[config.mk]
export PLATFORM = sky130hd
export DESIGN_NAME = stencil_run_sequencer
export DESIGN_NICKNAME = d
export VERILOG_FILES = /design/src/rtl/stencil_pkg.sv /design/src/rtl/stencil_sat_counter.sv /design/src/rtl/stencil_run_sequencer.sv
export SDC_FILE = /design/constraint.sdc
export NUM_CORES = 1
export LEC_CHECK = 0
export BUFFER_PORTS_ARGS = -buffer_cell sky130_fd_sc_hd__buf_2
export CORE_AREA = 2 2 384 386
export CTS_BUF_LIST = sky130_fd_sc_hd__clkbuf_2
export CTS_CLUSTER_SIZE = 30
export DETAILED_ROUTE_END_ITERATION = 12
export DIE_AREA = 0 0 386 388
export HOLD_SLACK_MARGIN = 0.15
export MAX_ROUTING_LAYER = met4
export PLACE_DENSITY_LB_ADDON = 0.1
export SYNTH_ARGS = -nofsm -noshare
export SYNTH_HDL_FRONTEND = slang
export SYNTH_SLANG_ARGS = --single-unit
[constraint.sdc]
create_clock -name clock -period 2.1 [get_ports clock]
set_input_delay 0 -clock clock [delete_from_list [all_inputs] [get_ports clock]]
set_output_delay 0 -clock clock [all_outputs]
set_load 0.005 [all_outputs]
[src/rtl/stencil_pkg.sv]
// Shared geometry defaults, derived-size helpers and the sequencer state type
// for the 2D box stencil tile-run sequencer.
package stencil_pkg;

    localparam int BW_DEFAULT            = 32;
    localparam int ROW_DEFAULT           = 8;
    localparam int COL_DEFAULT           = 8;
    localparam int UNROLL_DEFAULT        = 2;
    localparam int RADIUS_DEFAULT        = 1;
    localparam int POINTS_DEFAULT        = 9;
    localparam int DRAIN_TIMEOUT_DEFAULT = 64;

    // Elements per input beat: the unrolled outputs plus the halo on both sides.
    function automatic int st_of(input int unroll, input int radius);
        return unroll + 2 * radius;
    endfunction

    function automatic int in_words_of(input int row, input int col,
                                       input int unroll, input int radius);
        return row * col / st_of(unroll, radius);
    endfunction

    function automatic int out_words_of(input int row, input int col,
                                        input int unroll, input int radius);
        return (row - 2 * radius) * col / st_of(unroll, radius);
    endfunction

    typedef enum logic [1:0] {
        IDLE,
        ISSUE,
        DRAIN
    } seq_state_t;

endpackage

[src/rtl/stencil_sat_counter.sv]
// Up-counter that sticks at MAX instead of wrapping; clear has priority over increment.
module stencil_sat_counter #(
    parameter int  MAX = 15,
    localparam int W   = $clog2(MAX + 1)
) (
    input  logic         clock,
    input  logic         reset,
    input  logic         clr,
    input  logic         inc,
    output logic [W-1:0] count,
    output logic         at_max
);

    assign at_max = (count == W'(MAX));

    // NOTE: state registers use non-blocking assignments so every flop sees pre-edge values.
    always_ff @(posedge clock) begin
        if (!reset) begin
            count <= '0;
        end else if (clr) begin
            count <= '0;
        end else if (inc && !at_max) begin
            count <= count + 1'b1;
        end
    end

endmodule

[src/rtl/stencil_run_sequencer.sv]
// Runs one tile through the stencil core: issues input-buffer reads, forwards beats
// to the core, captures core outputs into the output buffer, and reports done/timeout.
module stencil_run_sequencer
    import stencil_pkg::*;
#(
    parameter int  BW            = BW_DEFAULT,
    parameter int  ROW           = ROW_DEFAULT,
    parameter int  COL           = COL_DEFAULT,
    parameter int  UNROLL        = UNROLL_DEFAULT,
    parameter int  RADIUS        = RADIUS_DEFAULT,
    parameter int  POINTS        = POINTS_DEFAULT,
    parameter int  DRAIN_TIMEOUT = DRAIN_TIMEOUT_DEFAULT,
    localparam int ST            = st_of(UNROLL, RADIUS),
    localparam int IN_WORDS      = in_words_of(ROW, COL, UNROLL, RADIUS),
    localparam int OUT_WORDS     = out_words_of(ROW, COL, UNROLL, RADIUS),
    localparam int RD_AW         = $clog2(IN_WORDS),
    localparam int WR_AW         = $clog2(OUT_WORDS)
) (
    input  logic                 clock,
    input  logic                 reset,
    input  logic                 start,
    input  logic [POINTS*BW-1:0] cfg_weight,
    input  logic                 src_stall,
    output logic                 busy,
    output logic                 done,
    output logic                 err_timeout,
    output logic                 err_overflow,
    output logic                 rd_en,
    output logic [RD_AW-1:0]     rd_addr,
    input  logic [ST*BW-1:0]     rd_data,
    output logic                 io_in_ready,
    output logic [ST*BW-1:0]     io_in_matrix,
    output logic [POINTS*BW-1:0] io_in_weight,
    input  logic                 io_out_valid,
    input  logic [UNROLL*BW-1:0] io_out_data,
    output logic                 wr_en,
    output logic [WR_AW-1:0]     wr_addr,
    output logic [UNROLL*BW-1:0] wr_data
);

    localparam int RC_W = $clog2(IN_WORDS + 1);
    localparam int OC_W = $clog2(OUT_WORDS + 1);
    localparam int IT_W = $clog2(DRAIN_TIMEOUT + 1);

    seq_state_t           state;
    logic [POINTS*BW-1:0] weight;
    logic [RC_W-1:0]      rd_cnt;
    logic [OC_W-1:0]      out_cnt;
    logic [IT_W-1:0]      idle_cnt;
    logic                 rd_at_max, out_at_max, idle_at_max;
    logic                 accept, idle_inc, timeout_hit, drain_fin;

    // A start landing on the done cycle is dropped even though state already reads IDLE.
    assign accept      = start && (state == IDLE) && !done;
    assign rd_en       = (state == ISSUE) && !src_stall && !rd_at_max;
    assign rd_addr     = rd_en ? rd_cnt[RD_AW-1:0] : '0;
    assign wr_en       = (state != IDLE) && io_out_valid && !out_at_max;
    assign wr_addr     = wr_en ? out_cnt[WR_AW-1:0] : '0;
    assign wr_data     = wr_en ? io_out_data : '0;
    assign io_in_matrix = io_in_ready ? rd_data : '0;
    assign io_in_weight = weight;

    assign idle_inc    = (state == DRAIN) && !io_out_valid && !idle_at_max;
    assign timeout_hit = idle_inc && (idle_cnt == IT_W'(DRAIN_TIMEOUT - 1));
    assign drain_fin   = (state == DRAIN) &&
                         (out_at_max || (wr_en && (out_cnt == OC_W'(OUT_WORDS - 1))));

    stencil_sat_counter #(.MAX(IN_WORDS)) u_rd_cnt (
        .clock (clock),
        .reset (reset),
        .clr   (accept),
        .inc   (rd_en),
        .count (rd_cnt),
        .at_max(rd_at_max)
    );

    stencil_sat_counter #(.MAX(OUT_WORDS)) u_out_cnt (
        .clock (clock),
        .reset (reset),
        .clr   (accept),
        .inc   (wr_en),
        .count (out_cnt),
        .at_max(out_at_max)
    );

    stencil_sat_counter #(.MAX(DRAIN_TIMEOUT)) u_idle_cnt (
        .clock (clock),
        .reset (reset),
        .clr   ((state != DRAIN) || io_out_valid),
        .inc   (idle_inc),
        .count (idle_cnt),
        .at_max(idle_at_max)
    );

    always_ff @(posedge clock) begin
        if (!reset) begin
            state        <= IDLE;
            busy         <= 1'b0;
            done         <= 1'b0;
            err_timeout  <= 1'b0;
            err_overflow <= 1'b0;
            io_in_ready  <= 1'b0;
            // NOTE: the wide weight register is reset explicitly so io_in_weight reads 0 after reset.
            weight       <= '0;
        end else begin
            done        <= 1'b0;
            io_in_ready <= rd_en;
            if ((state != IDLE) && io_out_valid && out_at_max) begin
                err_overflow <= 1'b1;
            end
            case (state)
                IDLE: begin
                    if (accept) begin
                        weight       <= cfg_weight;
                        err_timeout  <= 1'b0;
                        err_overflow <= 1'b0;
                        busy         <= 1'b1;
                        state        <= ISSUE;
                    end
                end
                ISSUE: begin
                    if (rd_en && (rd_cnt == RC_W'(IN_WORDS - 1))) begin
                        state <= DRAIN;
                    end
                end
                DRAIN: begin
                    if (drain_fin) begin
                        state <= IDLE;
                        busy  <= 1'b0;
                        done  <= 1'b1;
                    end else if (timeout_hit) begin
                        state       <= IDLE;
                        busy        <= 1'b0;
                        done        <= 1'b1;
                        err_timeout <= 1'b1;
                    end
                end
                default: state <= IDLE;
            endcase
        end
    end

endmodule

==> metrics.yaml <==
place:
  hpwlAfterDp_mm: 64.8
  pre_cts_ws_ns: 0.295
  dpl-instance-area_um2: 20400
  portBuffers: 979
  dp.cells: 4421
  globalplace.congestion: 0.770
cts:
  clk_latency_ns: 1.38
  htree_levels: 3
  cts_tree: "done"
  clockBufferDepth: 3
  clock-root-buffer: "clkbuf_2"
  clk_pin_slew_ns: 0.11
  cts.sinks: 311
  numCtsBuffers: 106
sta:
  rsz0062_at_grt: "yes"
  setup_slack_ns: -0.509
  final_hold_viol_count: 0
  period_minus_slack_ns: 2.61
  finClkSkew_ns: 0.217
  slew_headroom: 0.575
  drv_slew: 0
  setup_viol: 203
  max_freq_mhz: 383
  worst_slew_pin_slew_ns: 0.638
  period_share: 1.24
run:
  cap_violations: 0
worst_setup_path:
  critPathSlowestCell: "dfxtp_4"
  startpoint: "u_out_cnt.count[0]"
  path_cells: "inv_4, ha_4, nand3_4, buf_12, buf_12, and3_4, buf_6"
  cp_max_fo: 6
  cp-end-kind: "output port"
  cpLargestDelayFamily: "buffers and inverters"
  r2r-start: "state[1]"
  required_ns: 2.10
  critical_path_arrival_ns: 2.61
  critPathLaunchType: "flip-flop"
  cp_common_cell: "buf_12"
  rrSetupSlack_ns: 0.09
  crit_buf_inv: 4
  slowest_delay_ns: 0.37
  worst-setup-path-type: "reg -> out"
synth:
  synth_top_family_by_area: "simple AND/OR/NAND/NOR gates"
  synth_ff_type: "dfxtp_1"
  ys_types: 39
  ys_ff_latch: 311
  synthAdderAreaFrac: 0.00670
  async_flop_share: 0
  synth_compound_area_frac: 0.174
  yosys.area_share.simple: 0.285
  synthesis.area_um2: 13100
  yosys_warnings: 0
  synthMuxAreaShare: 0.000766
  yosysTopAreaCellShare: 0.476
  synth_edf_count: 0
  synth_xor_area_frac: 0.00670
  yosysTopAreaCell: "dfxtp_1"
  synthCells: 1600
  syn_nets: 2092
  yosysSeqAreaShare: 0.476
  synthTopCellsByArea: "dfxtp_1 (48%), nand2_1 (17%), a21boi_0 (11%)"
  syn_avg_cell_area_um2: 8.17
floorplanning:
  coreArea_um2: 145000
  die_y_um: 388
  fp.dieW_um: 386
  rows: 140
  dieArea_um2: 150000
  ios: 980
  start_util: 0.0900
detailed_routing:
  wl_per_cell_um: 16.7
  vias_per_cell: 3.36
  ant_nets: 0
  vias: 18800
  first_iter_violations: 421
  wl_mm: 93.6
  drc: 0
  first_pass_iters: 6
grt:
  first_global_vias: 20300
  overflow: 0
  grt_usage: 0.119
  grt_first_pass_wirelength_mm: 129
  antenna_found_initial: 44
  grt_max_degree: 96
layout:
  fin_cells: 5594
  fin_area_um2: 34900
  syn_to_final_growth_pct: 167
  final_nets: 4070
  drive_above_1_share: 0.464
  final_util: 0.240
run_status:
  failed_checks: "setup timing"
  status: "finished with violations"
worst_hold_path:
  worstHoldStart: "rd_data[52]"
  hp-class: "in -> out"
power:
  p_comb_frac: 0.264
  pwr-share-seq: 0.401
  vdd_drop_max_mv: 0.311
  p_per_area_nw_per_um2: 462
  p_leak_nw: 15.5
  p_total_mw: 16.1
  internal_power_mw: 11.0
  power.share.clock: 0.335
  swShare: 0.317
  p_switching_mw: 5.10
[synthesized netlist by cell type (3+ instances only)]
library cell	number
a21boi_0	189
a21boi_1	100
a21oi_1	8
and2_1	133
and3_1	73
buf_2	42
buf_6	13
clkbuf_1	72
dfxtp_1	311
ha_1	7
inv_1	10
nand2_1	584
nand3_1	3
nand4_1	3
nor2_1	15
xnor2_1	4
xor2_1	6
[worst reg2reg max path, delay by kind of cell (launching register included)]
kind / cells / cell delay [ns]
compound gates: 1 / 0.08
buf+inv: 6 / 0.95
flops: 1 / 0.38
simple gates: 2 / 0.70
[state kept, by name, indices dropped and copies added (netlist names), 2 cells and up]
| signal | count |
|---|---|
| state | 2 |
| io_in_weight | 288 |
| u_idle_cnt.count | 7 |
| u_rd_cnt.count | 5 |
| u_out_cnt.count | 4 |
[layout by cell type (no fill, tap or decap), types with 19 or more instances in the layout]
| master | count |
|---|---|
| dlygate4sd3_1 | 879 |
| buf_2 | 620 |
| nand2_1 | 582 |
| buf_6 | 364 |
| dfxtp_2 | 202 |
| a21boi_0 | 188 |
| clkbuf_2 | 160 |
| and2_4 | 132 |
| dfxtp_1 | 103 |
| a21boi_1 | 101 |
| buf_4 | 63 |
| and3_4 | 52 |
| buf_12 | 36 |
| diode_2 | 29 |
| and3_1 | 21 |
| buf_16 | 19 |
[layer usage]
| layer | global-route usage | wire length [um] | share of wire |
|---|---|---|---|
| met5 | - | 0 | 0 |
| met4 | 0.0569 | 3390 | 0.036 |
| met3 | 0.0371 | 7130 | 0.076 |
| met2 | 0.226 | 51200 | 0.55 |
| met1 | 0.105 | 32000 | 0.34 |
[stage by stage]
stage	hold WS, ns	setup TNS (ns)
floorplan	0.116	0
global placement	0.250	0
detailed placement	0.245	0
CTS	0.153	-152.19
global route	0.192	-133.12
finish	0.284	-58.87
[layout make-up]
class,instances,area [um^2]
Fill cell,16000,110000
Timing Repair Buffer,1997,18100
Multi-Input combinational cell,1152,6860
Sequential cell,311,6500
Tap cell,1917,2400
Clock buffer,160,801
Clock inverter,18,115
Antenna cell,29,72.6
Inverter,10,45.0
[power by group through the flow]
stage / clock network (mW) / logic (mW) / registers (mW)
after detailed placement: 0 / 2.23 / 6.52
final: 5.39 / 4.24 / 6.45
after floorplan: 0 / 0.798 / 6.53
after global routing: 6.21 / 4.60 / 6.50
after CTS: 5.95 / 4.09 / 6.46
after global placement: 0 / 2.25 / 6.52
[timing repair]
item	in CTS	in global routing
buffers inserted	45	21
gates cloned	19	13
hold buffers	881	0
pin swaps	22	15
resized for setup	779	127
setup endpoints to repair	409	386
endpoints found under the hold margin	311	0
[logic make-up after synthesis]
kind of cell | after synthesis
compound gates | 306
simple gates | 828
flops | 311
fa+ha+maj | 7
xor+xnor | 10
buf+inv | 137
mux | 1
[path summary, 6_finish.rpt]
check	end	depth (start not counted)
worst max-delay path	wr_data[42]	7
worst min register to register	io_in_weight[145]	2
worst min-delay path	io_in_matrix[52]	3
worst max register to register	io_in_weight[95]	9
(Power assumes the default switching activity.)
